## src/rtl/alu_operand_sequencer.sv

```systemverilog
// Operand sequencer: gathers opcode, A and B from a narrow shared bus over three
// strobed loads, then presents the whole instruction to the ALU via valid/ready.
module alu_operand_sequencer #(
    parameter int WIDTH   = 8,
    parameter int OPW     = 4,
    parameter int TIMEOUT = 255
) (
    input  logic             clk,
    input  logic             rst_n,
    input  logic             ena,
    input  logic             load_strobe,
    input  logic [WIDTH-1:0] din,
    output logic [OPW-1:0]   opcode,
    output logic [WIDTH-1:0] op_a,
    output logic [WIDTH-1:0] op_b,
    output logic             issue_valid,
    input  logic             issue_ready,
    output logic             busy,
    output logic [1:0]       state,
    output logic             err
);

    typedef enum logic [1:0] {
        S_OP    = 2'b00,
        S_A     = 2'b01,
        S_B     = 2'b10,
        S_ISSUE = 2'b11
    } state_t;

    // Count value one short of TIMEOUT: the next idle cycle from here aborts the load.
    localparam logic [7:0] CNT_LAST = 8'(TIMEOUT - 1);

    state_t           r_state, w_state_nx;
    logic [7:0]       r_cnt, w_cnt_nx;
    logic             r_err, w_err_nx;
    logic [OPW-1:0]   r_opcode, w_opcode_nx;
    logic [WIDTH-1:0] r_op_a, w_op_a_nx;
    logic [WIDTH-1:0] r_op_b, w_op_b_nx;
    logic             r_issue_valid;
    logic             r_s1, r_s2, r_s3;
    logic             w_pulse;

    // Synchroniser runs free of ena so a strobe edge is never half-sampled.
    always_ff @(posedge clk or negedge rst_n) begin
        if (!rst_n) begin
            r_s1 <= 1'b0;
            r_s2 <= 1'b0;
            r_s3 <= 1'b0;
        end else begin
            r_s1 <= load_strobe;
            r_s2 <= r_s1;
            r_s3 <= r_s2;
        end
    end

    assign w_pulse = r_s2 & ~r_s3;

    always_comb begin
        w_state_nx  = r_state;
        w_cnt_nx    = r_cnt;
        w_err_nx    = r_err;
        w_opcode_nx = r_opcode;
        w_op_a_nx   = r_op_a;
        w_op_b_nx   = r_op_b;
        if (ena) begin
            case (r_state)
                S_OP: begin
                    if (w_pulse) begin
                        w_opcode_nx = din[OPW-1:0];
                        w_err_nx    = 1'b0;
                        w_state_nx  = S_A;
                        w_cnt_nx    = 8'd0;
                    end
                end
                S_A, S_B: begin
                    // A capture on the timeout cycle takes priority over the abort.
                    if (w_pulse) begin
                        if (r_state == S_A) begin
                            w_op_a_nx  = din;
                            w_state_nx = S_B;
                        end else begin
                            w_op_b_nx  = din;
                            w_state_nx = S_ISSUE;
                        end
                        w_cnt_nx = 8'd0;
                    end else if (r_cnt == CNT_LAST) begin
                        w_state_nx = S_OP;
                        w_err_nx   = 1'b1;
                        w_cnt_nx   = 8'd0;
                    end else begin
                        w_cnt_nx = r_cnt + 8'd1;
                    end
                end
                S_ISSUE: begin
                    if (issue_ready) begin
                        w_state_nx = S_OP;
                        w_cnt_nx   = 8'd0;
                    end
                end
                default: begin
                    w_state_nx = S_OP;
                    w_cnt_nx   = 8'd0;
                end
            endcase
        end
    end

    always_ff @(posedge clk or negedge rst_n) begin
        if (!rst_n) begin
            r_state       <= S_OP;
            r_cnt         <= 8'd0;
            r_err         <= 1'b0;
            r_opcode      <= '0;
            r_op_a        <= '0;
            r_op_b        <= '0;
            r_issue_valid <= 1'b0;
        end else begin
            r_state       <= w_state_nx;
            r_cnt         <= w_cnt_nx;
            r_err         <= w_err_nx;
            r_opcode      <= w_opcode_nx;
            r_op_a        <= w_op_a_nx;
            r_op_b        <= w_op_b_nx;
            r_issue_valid <= (w_state_nx == S_ISSUE);
        end
    end

    assign opcode      = r_opcode;
    assign op_a        = r_op_a;
    assign op_b        = r_op_b;
    assign issue_valid = r_issue_valid;
    assign busy        = (r_state != S_OP);
    assign state       = r_state;
    assign err         = r_err;

endmodule

```

## config.mk

```make
export PLATFORM = sky130hd
export DESIGN_NAME = alu_operand_sequencer
export DESIGN_NICKNAME = d
export VERILOG_FILES = /design/src/rtl/alu_operand_sequencer.sv
export SDC_FILE = /design/constraint.sdc
export NUM_CORES = 1
export LEC_CHECK = 0
export ABC_CLOCK_PERIOD_IN_PS = 3400
export CAP_MARGIN = 20
export CORE_MARGIN = 3
export CORE_UTILIZATION = 40
export CTS_BUF_LIST = sky130_fd_sc_hd__clkbuf_8
export DETAILED_ROUTE_END_ITERATION = 12
export GPL_TIMING_DRIVEN = 0
export PLACE_DENSITY = 0.69
export SYNTH_ARGS = -nofsm -noshare
export SYNTH_HDL_FRONTEND = slang
export SYNTH_SLANG_ARGS = --single-unit
```

## constraint.sdc

```tcl
create_clock -name clk -period 3.4 [get_ports clk]
set_input_delay 0.51 -clock clk [delete_from_list [all_inputs] [get_ports clk]]
set_output_delay 0.51 -clock clk [all_outputs]
set_load 0.005 [all_outputs]
```

### Word-level counts from Yosys, hierarchy flattened

Cells that the tools add are included.

| storage, ports and cells | value |
|---|---|
| bits of input ports | 13 |
| word-level logic and storage cells | 48 |
| output and inout bits | 25 |
| flip-flop bits (word level) | 35 |

| operators by class | value |
|---|---|
| add/subtract/negate cells | 1 |
| bitwise gates (word level) | 3 |
| equal/unequal tests | 9 |
| reduce and logical (&&, ||, !) cells | 9 |
| multiplexer cells | 16 |

Operators by type and width:

| operator | number |
|---|---|
| $mux 8 | 4 |
| $pmux 8 s3 | 1 |
| $mux 2 | 5 |
| $add 8x1->8 const B | 1 |
| $eq 8x8->1 const B | 1 |
| $ne 2x2->1 const B | 4 |
| $reduce_and 4->1 | 2 |
| $eq 2x2->1 const B | 3 |
| $pmux 2 s3 | 1 |
| $reduce_and 3->1 | 2 |
| $reduce_and 5->1 | 1 |
| $mux 1 | 4 |
| $reduce_bool 2->1 | 2 |
| $eq 2x1->1 const B | 1 |
| $logic_not 2->1 | 1 |
| $not 1->1 | 2 |
| $pmux 1 s2 | 1 |
| $reduce_or 2->1 | 1 |
| $and 1x1->1 | 1 |

### Depth between registers and ports, before layout

Gate-level depths: netlist of run 1.

| logic depth | value |
|---|---|
| depth in word-level cells | 6 |
| depth in mapped cells | 6 |
| mapped depth without buffers | 6 |

### Worst setup path before layout of run 1

Ideal clock, no wire load.

| path | value |
|---|---|
| path type | register to register |
| start point | register r_state[0], in the netlist state[0] |
| end point | register r_op_b[0], in the netlist op_b[0] |
| cell stages (with the launch flop) | 6 |
| path slack | 1.692 ns |
| required time | 3.275 ns |
| library setup time | 0.125 ns |
| path buffers | 0 |
| arrival | 1.583 ns |
| path through | dfrtp_1 -> inv_1 -> ha_1 -> nand2b_1 -> nor2_2 -> mux2_2 |

| on the way | value |
|---|---|
| word-level cells in the longest chain between the ends | 3 |
| elaborated cells on any way between the ends | 5 |

RTL lines:

| element | line | source |
|---|---|---|
| from (decl) | 33 | `state_t r_state, w_state_nx;` |
| from (signal assigned) | 118 | `r_state <= w_state_nx;` |
| $eq 2x1->1 or $eq 2x2->1 (tied branches) | 66, 78 |  |
| $reduce_or 2->1 or $not 1->1 (tied branches) | -- |  |
| $reduce_and 4->1 (no line) (*) | -- |  |
| to (signal assigned) | 123 | `r_op_b <= w_op_b_nx;` |
| to (decl) | 38 | `logic [WIDTH-1:0] r_op_b, w_op_b_nx;` |

Mark *: on every way between the ends. The rest lies on a longest branch, timed or not.
A chain may end at the register's enable or synchronous reset.

### Worst setup path in the final report of run 1

| path | value |
|---|---|
| start point | register r_state[0], in the netlist state[0] |
| end point | output busy |

| on the way | value |
|---|---|
| word-level cells in the longest chain between the ends | 1 |

RTL lines:

| element | line | source |
|---|---|---|
| $reduce_bool 2->1 | 132 | `assign busy = (r_state != S_OP);` |
| to (decl) | 18 | `output logic busy,` |

No other way between the ends.

==> results of run 1 <==
-- cells by family after synthesis --
family / count (synthesis)
multiplexers: 20
AND/OR/NAND/NOR: 32
adder cells (fa/ha/maj): 6
buffers and inverters: 11
AO/OA/AOI/OAI: 26
flip-flops: 35
-- final timing paths --
check,to,startpoint,slack [ps]
max in group asynchronous,op_a[7]$_DFFE_PN0P_,rst_n,2630
max reg2reg,op_b[2]$_DFFE_PN0P_,state[0]$_DFF_PN0_,1440
max,busy,state[0]$_DFF_PN0_,1220
min in group clk,r_s2$_DFF_PN0_,r_s1$_DFF_PN0_,370
min,op_b[0]$_DFFE_PN0P_,rst_n,290
min reg2reg,r_s2$_DFF_PN0_,r_s1$_DFF_PN0_,370
-- registers in the layout (all words and copies together) (netlist names) --
register,count
err,1
r_s1,1
op_a,8
issue_valid,1
opcode,4
state,2
r_s3,1
op_b,8
r_s2,1
r_cnt,8
-- worst max-delay path, stage by stage (launching register included) --
cell	delay, ps
dfrtp_1	440
inv_1	70
ha_1	260
inv_1	120
clkdlybuf4s50_1	500
-- routing by layer --
metal  wire length [um]  part of all wire  global-route usage  vias up
li1                   -                 -                   -      555
met1               1370              0.44               0.207      564
met2               1600              0.51               0.238       24
met3                142             0.045              0.0600        6
met4                 34             0.011              0.0496        0
met5                  0                 0                   0        -
-- metrics by stage --
stage          cell area (um2)  hold WS [ps]
2_1_floorplan             1570           214
3_3_place_gp              1990           339
5_1_grt                   2100           334
3_5_place_dp              1980           355
6_report                  2100           289
4_1_cts                   2100           321
-- layout by cell type (no fill, tap or decap), types with 3 or more instances in the layout --
cell             instances
clkbuf_8                 6
nand2_1                  8
mux2_2                  20
dfrtp_1                 35
nand3_1                  6
ha_1                     6
nand2b_1                 5
inv_1                    9
o21ai_0                  5
a21oi_1                  5
o22ai_1                  3
clkdlybuf4s50_1         35
-- power by group through the flow --
stage | Clock [W] | Sequential (W) | Combinational, W
after floorplan | 0 | 0.000664 | 0.000311
after global placement | 0 | 0.000657 | 0.000683
after detailed placement | 0 | 0.000667 | 0.000696
after CTS | 0.000390 | 0.000660 | 0.000701
after global routing | 0.000416 | 0.000682 | 0.000770
final | 0.000379 | 0.000657 | 0.000694
-- area by class of cell --
class	count	area share
multi-input combinational	84	0.310
buffer	2	0.00357
timing repair buffer	36	0.169
clock inverter	2	0.0167
tap	48	0.0286
sequential	35	0.417
clock buffer	6	0.0393
inverter	9	0.0161
==> flow_results.xml, run 1 <==
<?xml version="1.0" encoding="UTF-8"?>
<metrics>
  <group name="die">
    <metric name="area_of_the_core" unit="um2">3720</metric>
    <metric name="initial_utilization" unit="">0.422</metric>
    <metric name="fp.dieH" unit="um">68.6</metric>
    <metric name="floorplan.die.width" unit="um">68.6</metric>
    <metric name="die_area" unit="um2">4710</metric>
    <metric name="boundaryPins" unit="">38</metric>
    <metric name="fp-row-count" unit="">22</metric>
  </group>
  <group name="clock_tree">
    <metric name="cts_tree" unit="">done</metric>
    <metric name="post-cts-setup-buffers" unit="">0</metric>
    <metric name="clkTransAtPathRegs" unit="ps">70</metric>
    <metric name="cts.htree.levels" unit="">2</metric>
    <metric name="numCtsBuffers" unit="">5</metric>
    <metric name="cts.root.buffer_cell" unit="">clkbuf_8</metric>
    <metric name="clock-sinks" unit="">35</metric>
    <metric name="cts_buffer_depth" unit="">2</metric>
    <metric name="clock_insertion_delay_worst_skew" unit="ps">280</metric>
    <metric name="ctsHoldBuffers" unit="">0</metric>
    <metric name="cts.repair.resized" unit="">0</metric>
  </group>
  <group name="timing">
    <metric name="relSlewSlack" unit="">0.498</metric>
    <metric name="report.final.hold_viol_count" unit="">0</metric>
    <metric name="min_period" unit="ps">2180</metric>
    <metric name="final_max_slew_viol_count" unit="">0</metric>
    <metric name="timing.final.setup_violations" unit="">0</metric>
    <metric name="worstMarginPinSlew" unit="ps">753</metric>
    <metric name="min_period_over_period" unit="">0.641</metric>
    <metric name="rsz0062_at_grt" unit="">no</metric>
    <metric name="final.setup_skew" unit="ps">4.20</metric>
    <metric name="finalWorstSetupSlack" unit="ps">1220</metric>
    <metric name="fmax" unit="MHz">459</metric>
    <metric name="totalNegativeSetupSlack" unit="ps">0</metric>
  </group>
  <group name="yosys">
    <metric name="synth_most_common_cell" unit="">dfrtp_1</metric>
    <metric name="synth_xor_area_frac" unit="">0</metric>
    <metric name="post_synth.cell_area_avg" unit="um2">12.1</metric>
    <metric name="library_cell_occupying_the_most_area_in_the_post_synthesis_netlist" unit="">dfrtp_1</metric>
    <metric name="synth-async-reset-ratio" unit="">1.00</metric>
    <metric name="post_synth_most_frequent_cells" unit="">dfrtp_1, mux2_2, inv_1, nand2_1</metric>
    <metric name="largest_family_of_logic_cells_by_synthesized_area" unit="">multiplexers</metric>
    <metric name="synth_compound_area_frac" unit="">0.111</metric>
    <metric name="post_synth_instance_area" unit="um2">1570</metric>
    <metric name="synth_simple_gate_area_share" unit="">0.113</metric>
    <metric name="synth.ff_latch_count" unit="">35</metric>
    <metric name="mappedNetlistNets" unit="">149</metric>
    <metric name="synthesis.instances" unit="">130</metric>
    <metric name="synth.yosys.seq_area_share" unit="">0.558</metric>
    <metric name="synth-main-ff-cell" unit="">dfrtp_1</metric>
    <metric name="ys_top_cells_by_area" unit="">dfrtp_1, mux2_2, ha_1, inv_1, nand2b_1</metric>
    <metric name="synth.mux.area_fraction" unit="">0.144</metric>
    <metric name="synth_fa_ha_area_frac" unit="">0.0478</metric>
    <metric name="synth_largest_type_area_fraction" unit="">0.558</metric>
    <metric name="synth_cell_type_count" unit="">32</metric>
    <metric name="synthesis.yosys.warnings" unit="">0</metric>
    <metric name="number_of_flops_mapped_to_enable_cells_by_yosys" unit="">0</metric>
  </group>
  <group name="placement">
    <metric name="placement.io_buffers" unit="">36</metric>
    <metric name="dpl_hpwl" unit="mm">2.36</metric>
    <metric name="post-place-cells" unit="">214</metric>
    <metric name="place_congestion" unit="">0.851</metric>
    <metric name="detailedPlace.worstSlack" unit="ps">1300</metric>
  </group>
  <group name="worst_setup_path">
    <metric name="rr_worst_depth" unit="">5</metric>
    <metric name="critPathKind" unit="">reg2out</metric>
    <metric name="cp_max_fo" unit="">6</metric>
    <metric name="cp.arrival" unit="ps">1670</metric>
    <metric name="worst_ep_required_time" unit="ps">2890</metric>
    <metric name="setup.worst_path.end_class" unit="">output pin</metric>
    <metric name="startpoint_type" unit="">flip-flop</metric>
  </group>
  <group name="drt">
    <metric name="wirelength" unit="mm">3.15</metric>
    <metric name="first_iter_violations" unit="">118</metric>
    <metric name="drtAntennaViolNets" unit="">0</metric>
    <metric name="drc_errors" unit="">0</metric>
    <metric name="drt-wirelength-per-cell" unit="um">14.2</metric>
    <metric name="drt_first_pass_iters" unit="">4</metric>
    <metric name="vias_per_cell" unit="">5.18</metric>
    <metric name="via_count" unit="">1149</metric>
  </group>
  <group name="outcome">
    <metric name="run_status" unit="">finished, final reports clean</metric>
  </group>
  <group name="cells_and_area">
    <metric name="multi_input_comb_area" unit="um2">652</metric>
    <metric name="areaGrowthSynthToFinish" unit="%">34.0</metric>
    <metric name="finish.utilization" unit="">0.566</metric>
    <metric name="count_of_inserted_antenna_diode_cells" unit="">0</metric>
    <metric name="num-nets-final" unit="">192</metric>
    <metric name="instances_no_fill" unit="">222</metric>
    <metric name="drive_above_1_share" unit="">0.190</metric>
    <metric name="filler_instances" unit="">324</metric>
    <metric name="final-seq-area" unit="um2">876</metric>
  </group>
  <group name="power_and_ir_drop">
    <metric name="pwr-share-clk" unit="">0.219</metric>
    <metric name="peakVddDrop" unit="mV">0.444</metric>
    <metric name="cell_internal_pwr" unit="W">0.00122</metric>
    <metric name="power_switching" unit="W">0.000511</metric>
    <metric name="share_seq_of_total_power" unit="">0.380</metric>
    <metric name="total_power" unit="W">0.00173</metric>
    <metric name="swShare" unit="">0.295</metric>
    <metric name="cellLeakagePower" unit="nW">0.895</metric>
    <metric name="share_comb_of_total_power" unit="">0.401</metric>
    <metric name="powerDensity" unit="nW/um2">823</metric>
  </group>
  <group name="grt">
    <metric name="antenna_found_initial" unit="">0</metric>
    <metric name="first_global_vias" unit="">1120</metric>
    <metric name="gr-total-overflow" unit="">0</metric>
    <metric name="globalRouteTotalUtil" unit="">0.157</metric>
    <metric name="global_route_wire_length_before_repair" unit="mm">5.26</metric>
    <metric name="largest_net_degree_at_the_start_of_global_routing" unit="">36</metric>
  </group>
  <group name="hold_path">
    <metric name="hold_crit_path_type" unit="">in2async</metric>
  </group>
  <group name="job">
    <metric name="cap_violations" unit="">0</metric>
  </group>
</metrics>
Note: power is estimated with default switching activity, not from simulation.
==> run 2: changes to the inputs <==
--- a/config.mk
+++ b/config.mk
@@ -5,14 +5,14 @@
 export SDC_FILE = /design/constraint.sdc
 export NUM_CORES = 1
 export LEC_CHECK = 0
-export ABC_CLOCK_PERIOD_IN_PS = 3400
+export ABC_CLOCK_PERIOD_IN_PS = 1850
 export CAP_MARGIN = 20
 export CORE_MARGIN = 3
 export CORE_UTILIZATION = 40
 export CTS_BUF_LIST = sky130_fd_sc_hd__clkbuf_8
 export DETAILED_ROUTE_END_ITERATION = 12
 export GPL_TIMING_DRIVEN = 0
-export PLACE_DENSITY = 0.69
+export PLACE_DENSITY = 0.71
 export SYNTH_ARGS = -nofsm -noshare
 export SYNTH_HDL_FRONTEND = slang
 export SYNTH_SLANG_ARGS = --single-unit
==> constraint.sdc (replaced) <==
create_clock -name clk -period 1.85 [get_ports clk]
set_input_delay 0.2775 -clock clk [delete_from_list [all_inputs] [get_ports clk]]
set_output_delay 0.2775 -clock clk [all_outputs]
set_load 0.005 [all_outputs]
==> run 2 against run 1 <==
Highest routed layer unchanged; critical endpoint is now r_cnt[7]$_DFFE_PN0P_; setup slack worse by 1100 ps; non-clock buffer count up 3; register-to-register slack worse by 1400 ps; critical path depth up 2; sequential share of layout area down 0.30 points; largest cell class unchanged; combinational power up 100%; clock power up 47%; largest power group unchanged; first-iteration DRC count down 78%; design area up 1.0%.
==> flow_results.xml, run 2 (synthesis results as in run 1) <==
<?xml version="1.0" encoding="UTF-8"?>
<metrics>
  <group name="outcome">
    <metric name="run_status" unit="">finished, final reports clean</metric>
  </group>
  <group name="worst_setup_path">
    <metric name="crit_slowest_cell" unit="">or4_1</metric>
    <metric name="cp_slowest_stage_delay" unit="ps">470</metric>
    <metric name="cp.arrival" unit="ps">1990</metric>
    <metric name="critPathKind" unit="">reg2reg</metric>
    <metric name="cp_max_fo" unit="">4</metric>
    <metric name="worst_ep_required_time" unit="ps">2060</metric>
    <metric name="critical_path_buf_inv_count" unit="">1</metric>
    <metric name="cp_cell_sequence" unit="">buf_4, ha_1, nor2b_1, a211o_1, or4_1, o21ai_1</metric>
    <metric name="startpoint_type" unit="">flip-flop</metric>
    <metric name="cpLargestDelayFamily" unit="">simple AND/OR/NAND/NOR gates</metric>
    <metric name="setup.worst_path.end_class" unit="">flip-flop</metric>
  </group>
  <group name="job">
    <metric name="cap_violations" unit="">0</metric>
  </group>
  <group name="clock_tree">
    <metric name="cts.htree.levels" unit="">2</metric>
    <metric name="clkTransAtPathRegs" unit="ps">70</metric>
    <metric name="cts_tree" unit="">done</metric>
    <metric name="clock-sinks" unit="">35</metric>
    <metric name="ctsHoldBuffers" unit="">0</metric>
    <metric name="cts.root.buffer_cell" unit="">clkbuf_8</metric>
    <metric name="numCtsBuffers" unit="">5</metric>
    <metric name="clock_insertion_delay_worst_skew" unit="ps">290</metric>
    <metric name="cts_buffer_depth" unit="">2</metric>
  </group>
  <group name="timing">
    <metric name="relSlewSlack" unit="">0.491</metric>
    <metric name="fmax" unit="MHz">563</metric>
    <metric name="final_max_slew_viol_count" unit="">0</metric>
    <metric name="final.setup_skew" unit="ps">6.19</metric>
    <metric name="hold_ws" unit="ps">62.4</metric>
    <metric name="rsz0062_at_grt" unit="">yes</metric>
    <metric name="min_period_over_period" unit="">0.961</metric>
    <metric name="min_period" unit="ps">1780</metric>
    <metric name="timing.final.setup_violations" unit="">0</metric>
    <metric name="report.final.hold_viol_count" unit="">0</metric>
    <metric name="worstMarginPinSlew" unit="ps">764</metric>
    <metric name="totalNegativeSetupSlack" unit="ps">0</metric>
  </group>
  <group name="die">
    <metric name="area_of_the_core" unit="um2">3720</metric>
    <metric name="boundaryPins" unit="">38</metric>
    <metric name="floorplan.die.width" unit="um">68.6</metric>
    <metric name="fp-row-count" unit="">22</metric>
    <metric name="initial_utilization" unit="">0.422</metric>
    <metric name="die_area" unit="um2">4710</metric>
    <metric name="fp.dieH" unit="um">68.6</metric>
  </group>
  <group name="grt">
    <metric name="antenna_found_initial" unit="">0</metric>
    <metric name="globalRouteTotalUtil" unit="">0.164</metric>
    <metric name="first_global_vias" unit="">1239</metric>
    <metric name="global_route_wire_length_before_repair" unit="mm">5.65</metric>
    <metric name="gr-total-overflow" unit="">0</metric>
    <metric name="largest_net_degree_at_the_start_of_global_routing" unit="">36</metric>
  </group>
  <group name="power_and_ir_drop">
    <metric name="total_power" unit="W">0.00317</metric>
    <metric name="peakVddDrop" unit="mV">0.864</metric>
    <metric name="pwr-share-clk" unit="">0.176</metric>
    <metric name="swShare" unit="">0.320</metric>
    <metric name="share_seq_of_total_power" unit="">0.377</metric>
    <metric name="cell_internal_pwr" unit="W">0.00216</metric>
    <metric name="powerDensity" unit="nW/um2">1490</metric>
    <metric name="share_comb_of_total_power" unit="">0.447</metric>
    <metric name="cellLeakagePower" unit="nW">0.901</metric>
    <metric name="power_switching" unit="W">0.00101</metric>
  </group>
  <group name="drt">
    <metric name="drt_first_pass_iters" unit="">5</metric>
    <metric name="drc_errors" unit="">0</metric>
    <metric name="drtAntennaViolNets" unit="">0</metric>
    <metric name="via_count" unit="">1178</metric>
    <metric name="wirelength" unit="mm">3.37</metric>
    <metric name="drt-wirelength-per-cell" unit="um">15.0</metric>
    <metric name="vias_per_cell" unit="">5.24</metric>
    <metric name="first_iter_violations" unit="">26</metric>
  </group>
  <group name="cells_and_area">
    <metric name="mostFrequentLayoutCells" unit="">clkdlybuf4s50_1, dfrtp_1, mux2_2</metric>
    <metric name="drive_above_1_share" unit="">0.226</metric>
    <metric name="layout.cells.most_common" unit="">clkdlybuf4s50_1</metric>
    <metric name="count_of_inserted_antenna_diode_cells" unit="">0</metric>
    <metric name="finish.instance_area" unit="um2">2120</metric>
    <metric name="num-nets-final" unit="">195</metric>
    <metric name="finish.utilization" unit="">0.571</metric>
    <metric name="areaGrowthSynthToFinish" unit="%">35.3</metric>
  </group>
  <group name="placement">
    <metric name="placement.io_buffers" unit="">36</metric>
    <metric name="placed_cell_area" unit="um2">1980</metric>
    <metric name="dpl_hpwl" unit="mm">2.42</metric>
    <metric name="place_congestion" unit="">0.768</metric>
  </group>
  <group name="hold_path">
    <metric name="hold_crit_path_type" unit="">in2async</metric>
  </group>
</metrics>
==> run 2: cell types whose count changed in the layout (fill, tap and decap cells not counted), sizes merged <==
cell / change
buf: +4
bufinv: -1
clkbuf: -2
clkdlybuf4s50: -1
clkinv: -1
clkinvlp: +2
dlymetal6s2s: +1
inv: +1
==> run 2: per-stage QoR <==
stage / cells / setup WS [ps]
after CTS: 225 / 20.6
final: 225 / 72.5
after global placement: 214 / -171
after global routing: 225 / -19.8
after floorplan: 130 / 142
after detailed placement: 214 / -160
==> run 2: power by group through the flow <==
stage / combinational (W) / clock [W] / sequential [W]
finish: 0.00142 / 0.000557 / 0.00120
global route: 0.00157 / 0.000608 / 0.00123
CTS: 0.00140 / 0.000579 / 0.00120
detailed placement: 0.00130 / 0 / 0.00122
global placement: 0.00126 / 0 / 0.00121
floorplan: 0.000571 / 0 / 0.00122
==> run 2: what timing repair did <==
item                                    in CTS  in global routing
buffers inserted                             3                  0
endpoints found under the setup margin      10                 14
resized for setup                            4                  6
pin swaps                                    0                  1
==> run 2: layout make-up <==
type | count | area [um2]
plain buffers | 2 | 8.76
clock buffers | 5 | 68.8
clock inverters | 3 | 23.8
fillers | 309 | 1590
inverters | 9 | 33.8
multi-input cells | 84 | 669
flip-flops and latches | 35 | 878
well taps | 48 | 60.1
repair buffers | 39 | 380
==> run 2: worst paths after layout <==
kind / start / end / slack, ps / cells after the start
min in group clk: r_s1$_DFF_PN0_ / r_s2$_DFF_PN0_ / 360 / 0
max in group asynchronous: rst_n / r_cnt[0]$_DFFE_PN0P_ / 1250 / 1
hold / removal: rst_n / op_b[7]$_DFFE_PN0P_ / 60 / 1
hold reg to reg: r_s1$_DFF_PN0_ / r_s2$_DFF_PN0_ / 360 / 0
setup / recovery: state[0]$_DFF_PN0_ / r_cnt[7]$_DFFE_PN0P_ / 70 / 6
setup reg to reg: state[0]$_DFF_PN0_ / r_cnt[7]$_DFFE_PN0P_ / 70 / 6
==> run 2: routing by layer <==
layer / vias to the layer above / share of wire / wire length [um] / global-route usage
met5: - / 0 / 0 / 0
met4: 0 / 0.0033 / 11 / 0.0546
met3: 2 / 0.076 / 256 / 0.0697
met2: 42 / 0.49 / 1640 / 0.269
met1: 571 / 0.43 / 1450 / 0.193
li1: 563 / - / - / -
==> run 2: worst register-to-register path, stage by stage (launching register included) <==
cell and delay (ps):
dfrtp_2 410, buf_4 150, ha_1 180, nor2b_1 150
a211o_1 250, or4_1 470, o21ai_1 90
==> run 3: changes to the inputs <==
--- a/config.mk
+++ b/config.mk
@@ -5,14 +5,15 @@
 export SDC_FILE = /design/constraint.sdc
 export NUM_CORES = 1
 export LEC_CHECK = 0
-export ABC_CLOCK_PERIOD_IN_PS = 1850
+export ABC_CLOCK_PERIOD_IN_PS = 1800
 export CAP_MARGIN = 20
 export CORE_MARGIN = 3
 export CORE_UTILIZATION = 40
 export CTS_BUF_LIST = sky130_fd_sc_hd__clkbuf_8
 export DETAILED_ROUTE_END_ITERATION = 12
 export GPL_TIMING_DRIVEN = 0
-export PLACE_DENSITY = 0.71
+export PLACE_DENSITY = 0.69
 export SYNTH_ARGS = -nofsm -noshare
 export SYNTH_HDL_FRONTEND = slang
 export SYNTH_SLANG_ARGS = --single-unit
+export TNS_END_PERCENT = 5
==> constraint.sdc (replaced) <==
create_clock -name clk -period 1.8 [get_ports clk]
set_input_delay 0.27 -clock clk [delete_from_list [all_inputs] [get_ports clk]]
set_output_delay 0.27 -clock clk [all_outputs]
set_load 0.005 [all_outputs]
==> run 3 against run 2 <==
Hold slack got worse by 11 ps; clock skew fell by 3.3 ps; final cell count rose by 0.44%; critical path depth stayed put; critical endpoint unchanged; largest power group unchanged; combinational power grew 5%; global-route usage down 0.26 points; register-to-register slack improved by 20 ps.
==> flow_results.xml, run 3 (synthesis results as in run 1) <==
<?xml version="1.0" encoding="UTF-8"?>
<metrics>
  <group name="cells_and_area">
    <metric name="finish.utilization" unit="">0.581</metric>
    <metric name="drive_above_1_share" unit="">0.225</metric>
    <metric name="filler_instances" unit="">321</metric>
    <metric name="areaGrowthSynthToFinish" unit="%">37.6</metric>
    <metric name="count_of_inserted_antenna_diode_cells" unit="">0</metric>
    <metric name="num-nets-final" unit="">196</metric>
    <metric name="mostFrequentLayoutCells" unit="">dfrtp_1, clkdlybuf4s50_1, mux2_2</metric>
    <metric name="finish.instance_area" unit="um2">2160</metric>
  </group>
  <group name="timing">
    <metric name="timing.final.setup_violations" unit="">0</metric>
    <metric name="worstMarginPinSlew" unit="ps">754</metric>
    <metric name="finalWorstSetupSlack" unit="ps">95.0</metric>
    <metric name="fmax" unit="MHz">587</metric>
    <metric name="rsz0062_at_grt" unit="">yes</metric>
    <metric name="final_max_slew_viol_count" unit="">0</metric>
    <metric name="report.final.hold_viol_count" unit="">0</metric>
    <metric name="relSlewSlack" unit="">0.497</metric>
    <metric name="final.setup_skew" unit="ps">2.86</metric>
    <metric name="min_period" unit="ps">1700</metric>
    <metric name="min_period_over_period" unit="">0.947</metric>
  </group>
  <group name="grt">
    <metric name="first_global_vias" unit="">1143</metric>
    <metric name="largest_net_degree_at_the_start_of_global_routing" unit="">36</metric>
    <metric name="gr-total-overflow" unit="">0</metric>
    <metric name="antenna_found_initial" unit="">0</metric>
    <metric name="globalRouteTotalUtil" unit="">0.162</metric>
    <metric name="global_route_wire_length_before_repair" unit="mm">5.45</metric>
  </group>
  <group name="clock_tree">
    <metric name="cts.root.buffer_cell" unit="">clkbuf_8</metric>
    <metric name="cts_tree" unit="">done</metric>
    <metric name="cts_buffer_depth" unit="">2</metric>
    <metric name="clkTransAtPathRegs" unit="ps">70</metric>
    <metric name="cts.htree.levels" unit="">2</metric>
    <metric name="numCtsBuffers" unit="">5</metric>
    <metric name="ctsHoldBuffers" unit="">0</metric>
    <metric name="clock-sinks" unit="">35</metric>
    <metric name="clock_insertion_delay_worst_skew" unit="ps">280</metric>
  </group>
  <group name="drt">
    <metric name="drt-wirelength-per-cell" unit="um">14.7</metric>
    <metric name="drc_errors" unit="">0</metric>
    <metric name="via_count" unit="">1174</metric>
    <metric name="drt_first_pass_iters" unit="">4</metric>
    <metric name="vias_per_cell" unit="">5.19</metric>
    <metric name="drtAntennaViolNets" unit="">0</metric>
    <metric name="first_iter_violations" unit="">67</metric>
    <metric name="wirelength" unit="mm">3.31</metric>
  </group>
  <group name="worst_setup_path">
    <metric name="cpLargestDelayFamily" unit="">simple AND/OR/NAND/NOR gates</metric>
    <metric name="crit_slowest_cell" unit="">or4_1</metric>
    <metric name="startpoint_type" unit="">flip-flop</metric>
    <metric name="cp_max_fo" unit="">5</metric>
    <metric name="cp_cell_sequence" unit="">buf_6, ha_1, nor2b_1, a211o_1, or4_1, o21ai_1</metric>
    <metric name="r2r-start" unit="">state[0]$_DFF_PN0_</metric>
    <metric name="critical_path_buf_inv_count" unit="">1</metric>
    <metric name="worst_ep_required_time" unit="ps">2010</metric>
    <metric name="r2r_slack" unit="ps">100</metric>
    <metric name="cp_slowest_stage_delay" unit="ps">460</metric>
    <metric name="cp.arrival" unit="ps">1920</metric>
    <metric name="rr_worst_depth" unit="">6</metric>
    <metric name="cp_num_cells" unit="">6</metric>
    <metric name="critPathKind" unit="">reg2reg</metric>
    <metric name="setup.worst_path.end_class" unit="">flip-flop</metric>
    <metric name="r2r-end" unit="">r_cnt[7]$_DFFE_PN0P_</metric>
  </group>
  <group name="die">
    <metric name="area_of_the_core" unit="um2">3720</metric>
    <metric name="fp-row-count" unit="">22</metric>
    <metric name="boundaryPins" unit="">38</metric>
    <metric name="floorplan.die.width" unit="um">68.6</metric>
    <metric name="fp.dieH" unit="um">68.6</metric>
    <metric name="initial_utilization" unit="">0.422</metric>
    <metric name="die_area" unit="um2">4710</metric>
  </group>
  <group name="power_and_ir_drop">
    <metric name="share_seq_of_total_power" unit="">0.358</metric>
    <metric name="power_switching" unit="W">0.00101</metric>
    <metric name="powerDensity" unit="nW/um2">1590</metric>
    <metric name="total_power" unit="W">0.00343</metric>
    <metric name="peakVddDrop" unit="mV">0.839</metric>
    <metric name="swShare" unit="">0.295</metric>
    <metric name="pwr-share-clk" unit="">0.208</metric>
    <metric name="cell_internal_pwr" unit="W">0.00242</metric>
    <metric name="share_comb_of_total_power" unit="">0.434</metric>
    <metric name="cellLeakagePower" unit="nW">0.927</metric>
  </group>
  <group name="hold_path">
    <metric name="hold_crit_path_type" unit="">in2async</metric>
  </group>
  <group name="outcome">
    <metric name="run_status" unit="">finished, final reports clean</metric>
  </group>
  <group name="placement">
    <metric name="placement.io_buffers" unit="">36</metric>
    <metric name="dpl_hpwl" unit="mm">2.36</metric>
    <metric name="detailedPlace.worstSlack" unit="ps">-150</metric>
    <metric name="placed_cell_area" unit="um2">1980</metric>
    <metric name="place_congestion" unit="">0.851</metric>
  </group>
  <group name="job">
    <metric name="cap_violations" unit="">0</metric>
  </group>
</metrics>
-- run 3: cell types whose count changed in the layout (fill, tap and decap cells not counted) --
| cell | previous run | this run |
|---|---|---|
| buf_6 | 0 | 1 |
| bufinv_16 | 0 | 1 |
| clkbuf_8 | 5 | 6 |
| clkinv_2 | 0 | 1 |
| clkinvlp_4 | 2 | 0 |
| dfrtp_1 | 33 | 34 |
| dfrtp_2 | 2 | 1 |
| inv_6 | 1 | 0 |
-- run 3: layout make-up --
| class | instances | area (um2) | share of cell area |
|---|---|---|---|
| repair buffers | 40 | 392 | 0.181 |
| clock inverters | 2 | 35.0 | 0.0162 |
| plain buffers | 2 | 8.76 | 0.00406 |
| inverters | 9 | 33.8 | 0.0157 |
| well taps | 48 | 60.1 | 0.0278 |
| multi-input cells | 84 | 669 | 0.310 |
| clock buffers | 6 | 82.6 | 0.0383 |
| flip-flops and latches | 35 | 877 | 0.406 |
-- run 3: per-layer routing --
metal | vias to the layer above | wire length [um] | GRT usage | share of wire
li1 | 562 | - | - | -
met1 | 574 | 1410 | 0.204 | 0.43
met3 | 6 | 158 | 0.0600 | 0.048
met2 | 32 | 1710 | 0.257 | 0.51
met4 | 0 | 34 | 0.0496 | 0.010
met5 | - | 0 | 0 | 0
-- run 3: timing repair --
item,4_1_cts,5_1_grt
resized for setup,4,6
pin swaps,0,2
endpoints found under the setup margin,11,9
setup buffers,2,2
-- run 3: worst max path at each step --
stage                        from                    to  slack (ps)
2_1_floorplan  state[0]$_DFF_PN0_   op_b[0]$_DFFE_PN0P_          90
3_3_place_gp                rst_n  r_cnt[3]$_DFFE_PN0P_        -250
3_5_place_dp   state[0]$_DFF_PN0_   op_b[2]$_DFFE_PN0P_        -150
4_1_cts        state[1]$_DFF_PN0_                  busy           6
5_1_grt        state[0]$_DFF_PN0_  r_cnt[7]$_DFFE_PN0P_         -20
6_report       state[0]$_DFF_PN0_  r_cnt[7]$_DFFE_PN0P_         100
-- run 3: worst register-to-register path, stage by stage, from the launching register on --
cell     delay (ps)
dfrtp_1         390
buf_6           130
ha_1            170
nor2b_1         140
a211o_1         250
or4_1           460
o21ai_1          80
-- run 3: power groups by stage --
stage	clock network, W	logic, W	registers, W
floorplan	0	0.000587	0.00125
global placement	0	0.00129	0.00124
detailed placement	0	0.00131	0.00126
CTS	0.000736	0.00144	0.00123
global route	0.000783	0.00164	0.00128
finish	0.000715	0.00149	0.00123
-- run 3: metrics by stage --
| step | cells | TNS, ps | hold WS [ps] |
|---|---|---|---|
| 2_1_floorplan | 130 | 0 | -25.6 |
| 3_3_place_gp | 214 | -9570 | 339 |
| 3_5_place_dp | 214 | -1210 | 355 |
| 4_1_cts | 224 | 0 | 81.1 |
| 5_1_grt | 226 | -29.1 | 93.8 |
| 6_report | 226 | 0 | 51.6 |
